### config.mk
export PLATFORM = sky130hd
export DESIGN_NAME = memory_stage_flat
export DESIGN_NICKNAME = d
export VERILOG_FILES = /design/src/rtl/memory_stage_pkg.sv /design/src/rtl/memory_stage_if.sv /design/src/rtl/memory_stage_sram_controller.sv /design/src/rtl/memory_stage.sv /design/src/flat_wrapper.sv
export SDC_FILE = /design/constraint.sdc
export NUM_CORES = 1
export LEC_CHECK = 0
export BUFFER_PORTS_ARGS = -buffer_cell sky130_fd_sc_hd__buf_2
export CAP_MARGIN = 30
export CORE_MARGIN = 2
export CORE_UTILIZATION = 39
export CTS_CLUSTER_SIZE = 12
export DETAILED_ROUTE_END_ITERATION = 7
export PLACE_DENSITY = 0.8
export SLEW_MARGIN = 20
export SYNTH_ARGS = -nofsm -noshare
export SYNTH_HDL_FRONTEND = slang
export SYNTH_SLANG_ARGS = --single-unit
### constraint.sdc
create_clock -name clk -period 2.1 [get_ports clk]
set_input_delay 0.21 -clock clk [delete_from_list [all_inputs] [get_ports clk]]
set_output_delay 0.21 -clock clk [all_outputs]
set_load 0.02 [all_outputs]
### src/rtl/memory_stage_pkg.sv
// Shared definitions for the MEM pipeline stage: FSM encoding,
// data-memory base and SRAM geometry, plus the word-address helper.
package memory_stage_pkg;

  localparam int DATA_MEMORY_BASE = 1024;
  localparam int SRAM_ADDRESS_WIDTH = 18;
  localparam int SRAM_DATA_WIDTH = 16;
  localparam int WORD_ADDRESS_WIDTH = SRAM_ADDRESS_WIDTH - 1;

  localparam logic [1:0] ST_IDLE = 2'b00;
  localparam logic [1:0] ST_LOW  = 2'b01;
  localparam logic [1:0] ST_HIGH = 2'b10;
  localparam logic [1:0] ST_DONE = 2'b11;

  // Byte address -> 32-bit word index inside the SRAM.
  // The subtraction wraps, and the result is cut to the SRAM word range.
  function automatic logic [WORD_ADDRESS_WIDTH-1:0] word_address(
    input logic [31:0] addr
  );
    logic [31:0] off;
    off = addr - 32'(DATA_MEMORY_BASE);
    return off[WORD_ADDRESS_WIDTH+1:2];
  endfunction

endpackage

### src/rtl/memory_stage_if.sv
// Halfword SRAM bus between the MEM stage (master) and the SRAM (slave).
// Ports: sramAddress, sramWriteData, sramDriveEnable, sramWriteEnable_n, sramReadData.
interface memory_stage_if;
  import memory_stage_pkg::*;

  logic [SRAM_ADDRESS_WIDTH-1:0] sramAddress;
  logic [SRAM_DATA_WIDTH-1:0]    sramWriteData;
  logic                          sramDriveEnable;
  logic                          sramWriteEnable_n;
  logic [SRAM_DATA_WIDTH-1:0]    sramReadData;

  modport master (
    output sramAddress,
    output sramWriteData,
    output sramDriveEnable,
    output sramWriteEnable_n,
    input  sramReadData
  );

  modport slave (
    input  sramAddress,
    input  sramWriteData,
    input  sramDriveEnable,
    input  sramWriteEnable_n,
    output sramReadData
  );

endinterface

### src/rtl/memory_stage_sram_controller.sv
// Two-halfword SRAM sequencer: IDLE -> LOW -> HIGH -> DONE with WAIT_CYCLES per half.
// Ports: clk, rst, read_i/write_i requests, store_value_i, read_data_i in;
//        freeze_o, high_o (address LSB), write_data_o, drive_o, write_n_o, data_o out.
module sram_controller
  import memory_stage_pkg::*;
#(
  parameter int WAIT_CYCLES = 2
) (
  input  logic                       clk,
  input  logic                       rst,
  input  logic                       read_i,
  input  logic                       write_i,
  input  logic [31:0]                store_value_i,
  input  logic [SRAM_DATA_WIDTH-1:0] read_data_i,
  output logic                       freeze_o,
  output logic                       high_o,
  output logic [SRAM_DATA_WIDTH-1:0] write_data_o,
  output logic                       drive_o,
  output logic                       write_n_o,
  output logic [31:0]                data_o
);

  logic [1:0]  state_q, state_d;
  logic [3:0]  cnt_q, cnt_d;
  logic        wr_q, wr_d;
  logic [31:0] data_q, data_d;

  logic req;
  logic last;
  logic in_low;
  logic in_high;
  logic in_idle;

  assign req     = read_i | write_i;
  assign last    = (cnt_q == 4'(WAIT_CYCLES - 1));
  assign in_idle = (state_q == ST_IDLE);
  assign in_low  = (state_q == ST_LOW);
  assign in_high = (state_q == ST_HIGH);

  always_comb begin
    state_d = state_q;
    cnt_d   = cnt_q;
    wr_d    = wr_q;
    data_d  = data_q;
    unique case (state_q)
      ST_IDLE: begin
        cnt_d = 4'd0;
        if (req) begin
          state_d = ST_LOW;
          // A write wins when both requests are raised.
          wr_d    = write_i;
        end
      end
      ST_LOW: begin
        if (last) begin
          state_d = ST_HIGH;
          cnt_d   = 4'd0;
          if (!wr_q) data_d[15:0] = read_data_i;
        end else begin
          cnt_d = cnt_q + 4'd1;
        end
      end
      ST_HIGH: begin
        if (last) begin
          state_d = ST_DONE;
          cnt_d   = 4'd0;
          if (!wr_q) data_d[31:16] = read_data_i;
        end else begin
          cnt_d = cnt_q + 4'd1;
        end
      end
      ST_DONE: begin
        state_d = ST_IDLE;
        cnt_d   = 4'd0;
      end
      default: begin
        state_d = ST_IDLE;
        cnt_d   = 4'd0;
      end
    endcase
  end

  always_ff @(posedge clk) begin
    if (rst) begin
      state_q <= ST_IDLE;
      cnt_q   <= 4'd0;
      wr_q    <= 1'b0;
      data_q  <= 32'd0;
    end else begin
      state_q <= state_d;
      cnt_q   <= cnt_d;
      wr_q    <= wr_d;
      data_q  <= data_d;
    end
  end

  // The IDLE term is combinational so the upstream stages hold
  // the instruction in the very cycle the request appears.
  assign freeze_o = ~rst & ((in_idle & req) | in_low | in_high);

  assign drive_o      = ~rst & wr_q & (in_low | in_high);
  assign write_n_o    = ~drive_o;
  assign high_o       = in_high;
  assign write_data_o = in_high ? store_value_i[31:16]
                                : store_value_i[15:0];
  assign data_o       = data_q;

endmodule

### src/rtl/memory_stage.sv
// MEM pipeline stage: SRAM address generation, EX/MEM -> MEM/WB pass-through,
// and write-back gating while an access is in flight.
// Ports: clk, rst; EX/MEM inputs *_in; MEM/WB outputs; freeze; sram bus (master).
module memory_stage
  import memory_stage_pkg::*;
#(
  parameter int WAIT_CYCLES = 2
) (
  input  logic                  clk,
  input  logic                  rst,
  input  logic [3:0]            destination_in,
  input  logic [31:0]           aluResult_in,
  input  logic [31:0]           storeValue_in,
  input  logic                  memoryReadEnabled_in,
  input  logic                  memoryWriteEnabled_in,
  input  logic                  writeBackEnabled_in,
  output logic [3:0]            destination,
  output logic [31:0]           data,
  output logic [31:0]           aluResult,
  output logic                  memoryReadEnabled,
  output logic                  writeBackEnabled,
  output logic                  freeze,
  memory_stage_if.master        sram
);

  logic [WORD_ADDRESS_WIDTH-1:0] word_addr;
  logic                          high;
  logic                          freeze_int;

  assign word_addr = word_address(aluResult_in);

  sram_controller #(
    .WAIT_CYCLES (WAIT_CYCLES)
  ) u_ctrl (
    .clk           (clk),
    .rst           (rst),
    .read_i        (memoryReadEnabled_in),
    .write_i       (memoryWriteEnabled_in),
    .store_value_i (storeValue_in),
    .read_data_i   (sram.sramReadData),
    .freeze_o      (freeze_int),
    .high_o        (high),
    .write_data_o  (sram.sramWriteData),
    .drive_o       (sram.sramDriveEnable),
    .write_n_o     (sram.sramWriteEnable_n),
    .data_o        (data)
  );

  assign sram.sramAddress = {word_addr, high};

  assign freeze      = freeze_int;
  assign destination = destination_in;
  assign aluResult   = aluResult_in;

  // MEM/WB must never latch a half-finished access.
  assign memoryReadEnabled = memoryReadEnabled_in & ~freeze_int;
  assign writeBackEnabled  = writeBackEnabled_in & ~freeze_int;

endmodule

### src/flat_wrapper.sv
// flat-port wrapper written by rule: the top's interface ports become plain ports
module memory_stage_flat import memory_stage_pkg::*;
#(
  parameter int WAIT_CYCLES = 2
)
  (clk, rst, destination_in, aluResult_in, storeValue_in, memoryReadEnabled_in, memoryWriteEnabled_in, writeBackEnabled_in, destination, data, aluResult, memoryReadEnabled, writeBackEnabled, freeze, sram_sramAddress, sram_sramWriteData, sram_sramDriveEnable, sram_sramWriteEnable_n, sram_sramReadData);
  memory_stage_if sram_i ();
  input  logic clk;
  input  logic rst;
  input  logic [3:0] destination_in;
  input  logic [31:0] aluResult_in;
  input  logic [31:0] storeValue_in;
  input  logic memoryReadEnabled_in;
  input  logic memoryWriteEnabled_in;
  input  logic writeBackEnabled_in;
  output logic [3:0] destination;
  output logic [31:0] data;
  output logic [31:0] aluResult;
  output logic memoryReadEnabled;
  output logic writeBackEnabled;
  output logic freeze;
  output wire logic [$bits(sram_i.sramAddress)-1:0] sram_sramAddress;
  output wire logic [$bits(sram_i.sramWriteData)-1:0] sram_sramWriteData;
  output wire logic [$bits(sram_i.sramDriveEnable)-1:0] sram_sramDriveEnable;
  output wire logic [$bits(sram_i.sramWriteEnable_n)-1:0] sram_sramWriteEnable_n;
  input wire logic [$bits(sram_i.sramReadData)-1:0] sram_sramReadData;
  assign sram_sramAddress = sram_i.sramAddress;
  assign sram_sramWriteData = sram_i.sramWriteData;
  assign sram_sramDriveEnable = sram_i.sramDriveEnable;
  assign sram_sramWriteEnable_n = sram_i.sramWriteEnable_n;
  assign sram_i.sramReadData = sram_sramReadData;
  memory_stage #(.WAIT_CYCLES(WAIT_CYCLES)) u_core (.clk(clk), .rst(rst), .destination_in(destination_in), .aluResult_in(aluResult_in), .storeValue_in(storeValue_in), .memoryReadEnabled_in(memoryReadEnabled_in), .memoryWriteEnabled_in(memoryWriteEnabled_in), .writeBackEnabled_in(writeBackEnabled_in), .destination(destination), .data(data), .aluResult(aluResult), .memoryReadEnabled(memoryReadEnabled), .writeBackEnabled(writeBackEnabled), .freeze(freeze), .sram(sram_i));
endmodule
==> results.ini, run 1 <==
[route]
avgRoutedWirePerCell_um=13.1
firstDrtPassIters=6
drtIter0Drc=46
via_count=1955
wl_um=5470
antenna_left=0
vias_per_cell=4.67
drc=0

[sta]
max_slew_margin_pct=67.1
worst_slack_ps=132
hold_viol=0
fin_crit_ps=1970
fin_skew_ps=6.33
drv_slew=0
fin_tns_setup_ps=0
max_clock_freq_ghz=0.508
setup_violations=0
rsz0062_at_grt=false
fin_crit_sh_pct=93.7
worstMarginPinSlew_ps=493

[floorplanning]
core_mm2=0.00596
die_h_um=82.8
die_x_um=82.8
ios=196
dieArea_mm2=0.00686
start_util_pct=40.7
core.rowCount=28

[synth]
synth.distinct_cells=29
seq_area_frac_synth_pct=32.2
yosys_warnings=0
netlist.area_leader.share_pct=32.2
synth_area_leaders=dfxtp_1, buf_4, mux2i_1
synth.cell_area_mm2=0.00242
yosysTopAreaCell=dfxtp_1
ys_ff_latch=39
avgSynthCellArea_um2=9.46
synth_cells=256
syn_nets=352

[run]
maxCapViolCount=0

[grt]
track_usage_pct=15.7
grt_pass1_vias=1885
grt_util_met1_pct=20.4
overflow=0
grt_util_met3_pct=3.38
antenna_found_initial=0
gr-max-usage-layer=met2
grtUsageMet2_pct=26.1
grt_max_degree=37
grt_pass1_wl_um=9000

[power]
ir_worst_vdd_mv=0.489
power_density_mw_per_mm2=771
total_power_w=0.00225
p_leak_nw=1.50

[clocking]
cts.htree.levels=2
cts.path.max_buffers=2
path_clk_slew_ps=80
clkSinkCount=39
cts_setup_buffers=0
cts_buffers=5
ctsResizeCount=0
insertion_delay_ps=280
postCtsHoldBufs=0
ctsRootBufferMaster=clkbuf_8
cts_tree=built

[critical_path]
path_max_fanout=17
worst_setup_path_end_kind=primary output
slowest_stage=mux2_2
worstPathCellList=inv_1 > ha_1 > buf_4 > mux2_2 > buf_2
cpPeakStageDelay_ps=360
critPathArrivalTime_ps=1760
startpoint_type=flip-flop
crit_type=flip-flop to primary output
required_ps=1890

[status]
status=finished clean

[finish]
fillerInstances=589
drive_gt1_share_pct=47.7
num_antenna_cells=0
fin_nets=439
final_area_mm2=0.00292
areaGrowthSynthToFinish_pct=20.7

[placed_design]
pre_cts_ws_ps=414
portBuffers=133
placed_area_mm2=0.00281
place_congestion=0.839
hpwl_um=4350

[worst_hold_path]
holdCritPathClass=input pin to flip-flop

placed cells by master, fill, tap and decap left out, drive strengths merged, types with 5 or more instances in the layout:
master and count:
dfxtp 39, inv 7, clkbuf 5, mux2i 34, mux2 16, nand2b 53
ha 7, buf 136, nor2 11
flip-flops by register name (all words and copies together) (netlist names):
register               flops
u_core.u_ctrl.data_o      32
u_core.u_ctrl.cnt_q        4
u_core.u_ctrl.state_q      2
u_core.u_ctrl.wr_q         1
cells by family (layout without fill, tap and decap cells):
family / Yosys count / in the layout / share of synthesized area [%]
AOI/OAI and AO/OA: 7 / 7 / 1.91
xor gates and xnor gates: 7 / 7 / 2.53
adders and majority gates: 7 / 7 / 3.62
buffers and inverters: 63 / 151 / 17.4
DFF: 39 / 39 / 32.2
muxes: 50 / 50 / 21.5
and+or+nand+nor: 83 / 83 / 20.9
where the power goes:
part | switching [W] | internal, W
clock | 0.000262 | 0.000354
combinational | 0.000453 | 0.000343
sequential | 0.0000406 | 0.000801
stage by stage:
step	utilization (%)	hold WS [ps]	cells
3_5_place_dp	47.2	420	411
2_1_floorplan	-	371	256
5_1_grt	49.1	213	419
6_report	49.1	200	419
4_1_cts	49.1	194	419
3_3_place_gp	47.2	420	411
cell usage after synthesis, drive strengths merged:
cell type / instances
xor2: 4
mux2i: 34
nor2b: 4
mux2: 16
nor3b: 1
and3: 2
o21bai: 1
nand2b: 53
a2bb2oi: 1
nor2: 11
nand3: 4
nand4: 1
or4: 1
xnor2: 3
o21ai: 1
o31ai: 1
a22oi: 1
dfxtp: 39
ha: 7
clkbuf: 6
nor4: 1
buf: 50
inv: 7
or3b: 1
nand2: 4
a21oi: 2
layout make-up:
type	instances	area, um2	area share, %
multi-input combinational	154	1220	41.8
inverter	7	26.3	0.899
tap	75	93.8	3.21
sequential	39	781	26.7
timing repair buffer	136	688	23.5
clock buffer	5	68.8	2.35
clock inverter	3	43.8	1.50
worst paths after layout:
path | start | to | slack (ps) | cells past startpoint
worst max-delay path | u_core.u_ctrl.state_q[0]$_SDFFE_PP0P_ | sram_sramWriteData[1] | 130 | 5
worst min-delay path | sram_sramReadData[10] | u_core.u_ctrl.data_o[26]$_SDFFE_PP0P_ | 200 | 3
worst max register to register | u_core.u_ctrl.cnt_q[0]$_SDFF_PP0_ | u_core.u_ctrl.data_o[28]$_SDFFE_PP0P_ | 440 | 4
worst min register to register | u_core.u_ctrl.data_o[16]$_SDFFE_PP0P_ | u_core.u_ctrl.data_o[16]$_SDFFE_PP0P_ | 470 | 2
critical path, delay by kind of cell (launching register included):
kind       cells  cell delay [ps]
buf+inv        3              540
fa+ha+maj      1              250
flops          1              330
mux            1              360
layer usage:
| layer | vias to the layer above | wire [um] | part of all wire, % |
|---|---|---|---|
| met1 | 903 | 2400 | 44 |
| met5 | - | 0 | 0 |
| met3 | 8 | 328 | 6.0 |
| li1 | 960 | - | - |
| met2 | 84 | 2700 | 49 |
| met4 | 0 | 38 | 0.69 |
Power figures use the tool's default switching activity.
==> run 2, diff against run 1 <==
--- a/config.mk
+++ b/config.mk
@@ -12,6 +12,7 @@
 export CTS_CLUSTER_SIZE = 12
 export DETAILED_ROUTE_END_ITERATION = 7
 export PLACE_DENSITY = 0.8
+export RECOVER_POWER = 50
 export SLEW_MARGIN = 20
 export SYNTH_ARGS = -nofsm -noshare
 export SYNTH_HDL_FRONTEND = slang
==> results.ini, run 2 (synthesized netlist as in run 1, its figures left out) <==
[sta]
fin_crit_sh_pct=93.6
fin_crit_ps=1970
fin_skew_ps=5.20
setup_violations=0
rsz0062_at_grt=false
max_slew_margin_pct=67.4
drv_slew=0
fin_tns_setup_ps=0
hold_viol=0
max_clock_freq_ghz=0.509
worst_slack_ps=134
worstMarginPinSlew_ps=489

[power]
seqPwrFrac_pct=37.6
intPower_w=0.00149
power_density_mw_per_mm2=780
p_clk_share_pct=27.4
ir_worst_vdd_mv=0.486
comb_power_share_pct=35.0
p_switching_w=0.000756
p_leak_nw=1.35
switching_share_pct=33.7

[finish]
multi_input_comb_area_mm2=0.00122
seqCellArea_um2=781
num_antenna_cells=0
layout_common_cells=buf_2, nand2b_1, dfxtp_1
fin_nets=439
final_common_cell=buf_2
drive_gt1_share_pct=36.6
fillerInstances=612
areaGrowthSynthToFinish_pct=18.7
final_area_mm2=0.00288
largest_reg_flops=32

[route]
drtIter0Drc=54
antenna_left=0
drc=0
avgRoutedWirePerCell_um=13.0
wl_um=5460
firstDrtPassIters=4
vias_per_cell=4.64
via_count=1945

[grt]
grt_pass1_wl_um=9000
track_usage_pct=15.7
overflow=0
grt_pass1_vias=1885
antenna_found_initial=0
grt_max_degree=37

[critical_path]
path_max_fanout=17
cpPeakStageDelay_ps=360
required_ps=1890
startpoint_type=flip-flop
worst_setup_path_end_kind=primary output
slowest_stage=mux2_2
worstPathCellList=inv_1 > ha_1 > buf_4 > mux2_2 > buf_2
path_buf_inv=3
cp_top_family=buffers and inverters
critPathArrivalTime_ps=1760
crit_type=flip-flop to primary output

[clocking]
path_clk_slew_ps=80
cts.htree.levels=2
ctsResizeCount=0
cts_buffers=5
cts_setup_buffers=0
insertion_delay_ps=280
postCtsHoldBufs=0
cts_tree=built
cts.path.max_buffers=2
clkSinkCount=39
ctsRootBufferMaster=clkbuf_8

[floorplanning]
die_x_um=82.8
die_h_um=82.8
ios=196
core_mm2=0.00596
dieArea_mm2=0.00686
core.rowCount=28
start_util_pct=40.7

[worst_hold_path]
holdCritPathClass=input pin to flip-flop

[placed_design]
place_congestion=0.839
portBuffers=133
pre_cts_ws_ps=414
hpwl_um=4350
placed_area_mm2=0.00281

[status]
status=finished clean

[run]
maxCapViolCount=0

-- run 2: through the flow --
step / hold slack [ps] / cells / power (W) / utilization [%]
5_1_grt: 213 / 419 / 0.00237 / 48.3
3_5_place_dp: 420 / 411 / 0.00166 / 47.2
2_1_floorplan: 371 / 256 / 0.00152 / -
4_1_cts: 194 / 419 / 0.00228 / 49.1
6_report: 200 / 419 / 0.00224 / 48.3
3_3_place_gp: 420 / 411 / 0.00164 / 47.2
-- run 2: worst reg2reg max path: cells and delay by family, from the launching register on --
family	cells	cell delay (ps)
adder cells (fa/ha/maj)	1	170
flip-flops	1	380
multiplexers	1	290
AND/OR/NAND/NOR	2	740
-- run 2: cell type report --
cell class              count  share of cell area, %
clock buffers               5                   2.39
clock inverters             3                   1.52
inverters                   7                  0.914
multi-input cells         154                   42.5
flip-flops and latches     39                   27.2
well taps                  75                   3.26
repair buffers            136                   22.3
-- run 2: power groups by stage --
| stage | logic (W) | registers (W) | clock network (W) |
|---|---|---|---|
| floorplan | 0.000633 | 0.000892 | 0 |
| global placement | 0.000780 | 0.000856 | 0 |
| detailed placement | 0.000800 | 0.000858 | 0 |
| CTS | 0.000804 | 0.000842 | 0.000632 |
| global route | 0.000856 | 0.000852 | 0.000663 |
| finish | 0.000785 | 0.000842 | 0.000615 |
-- run 2: final timing paths --
path,from,end,slack [ps],cells past startpoint
hold / removal,sram_sramReadData[10],u_core.u_ctrl.data_o[26]$_SDFFE_PP0P_,200,3
setup reg to reg,u_core.u_ctrl.cnt_q[0]$_SDFF_PP0_,u_core.u_ctrl.data_o[28]$_SDFFE_PP0P_,440,4
setup / recovery,u_core.u_ctrl.state_q[0]$_SDFFE_PP0P_,sram_sramWriteData[1],130,5
hold reg to reg,u_core.u_ctrl.data_o[16]$_SDFFE_PP0P_,u_core.u_ctrl.data_o[16]$_SDFFE_PP0P_,470,2
-- run 2: metal layers --
metal,routed length [um],global-route usage [%],share of wire [%],vias to the layer above
li1,-,-,-,960
met1,2350,20.4,43,891
met2,2680,26.1,49,83
met3,365,3.38,6.7,11
met4,61,4.47,1.1,0
met5,0,0,0,-
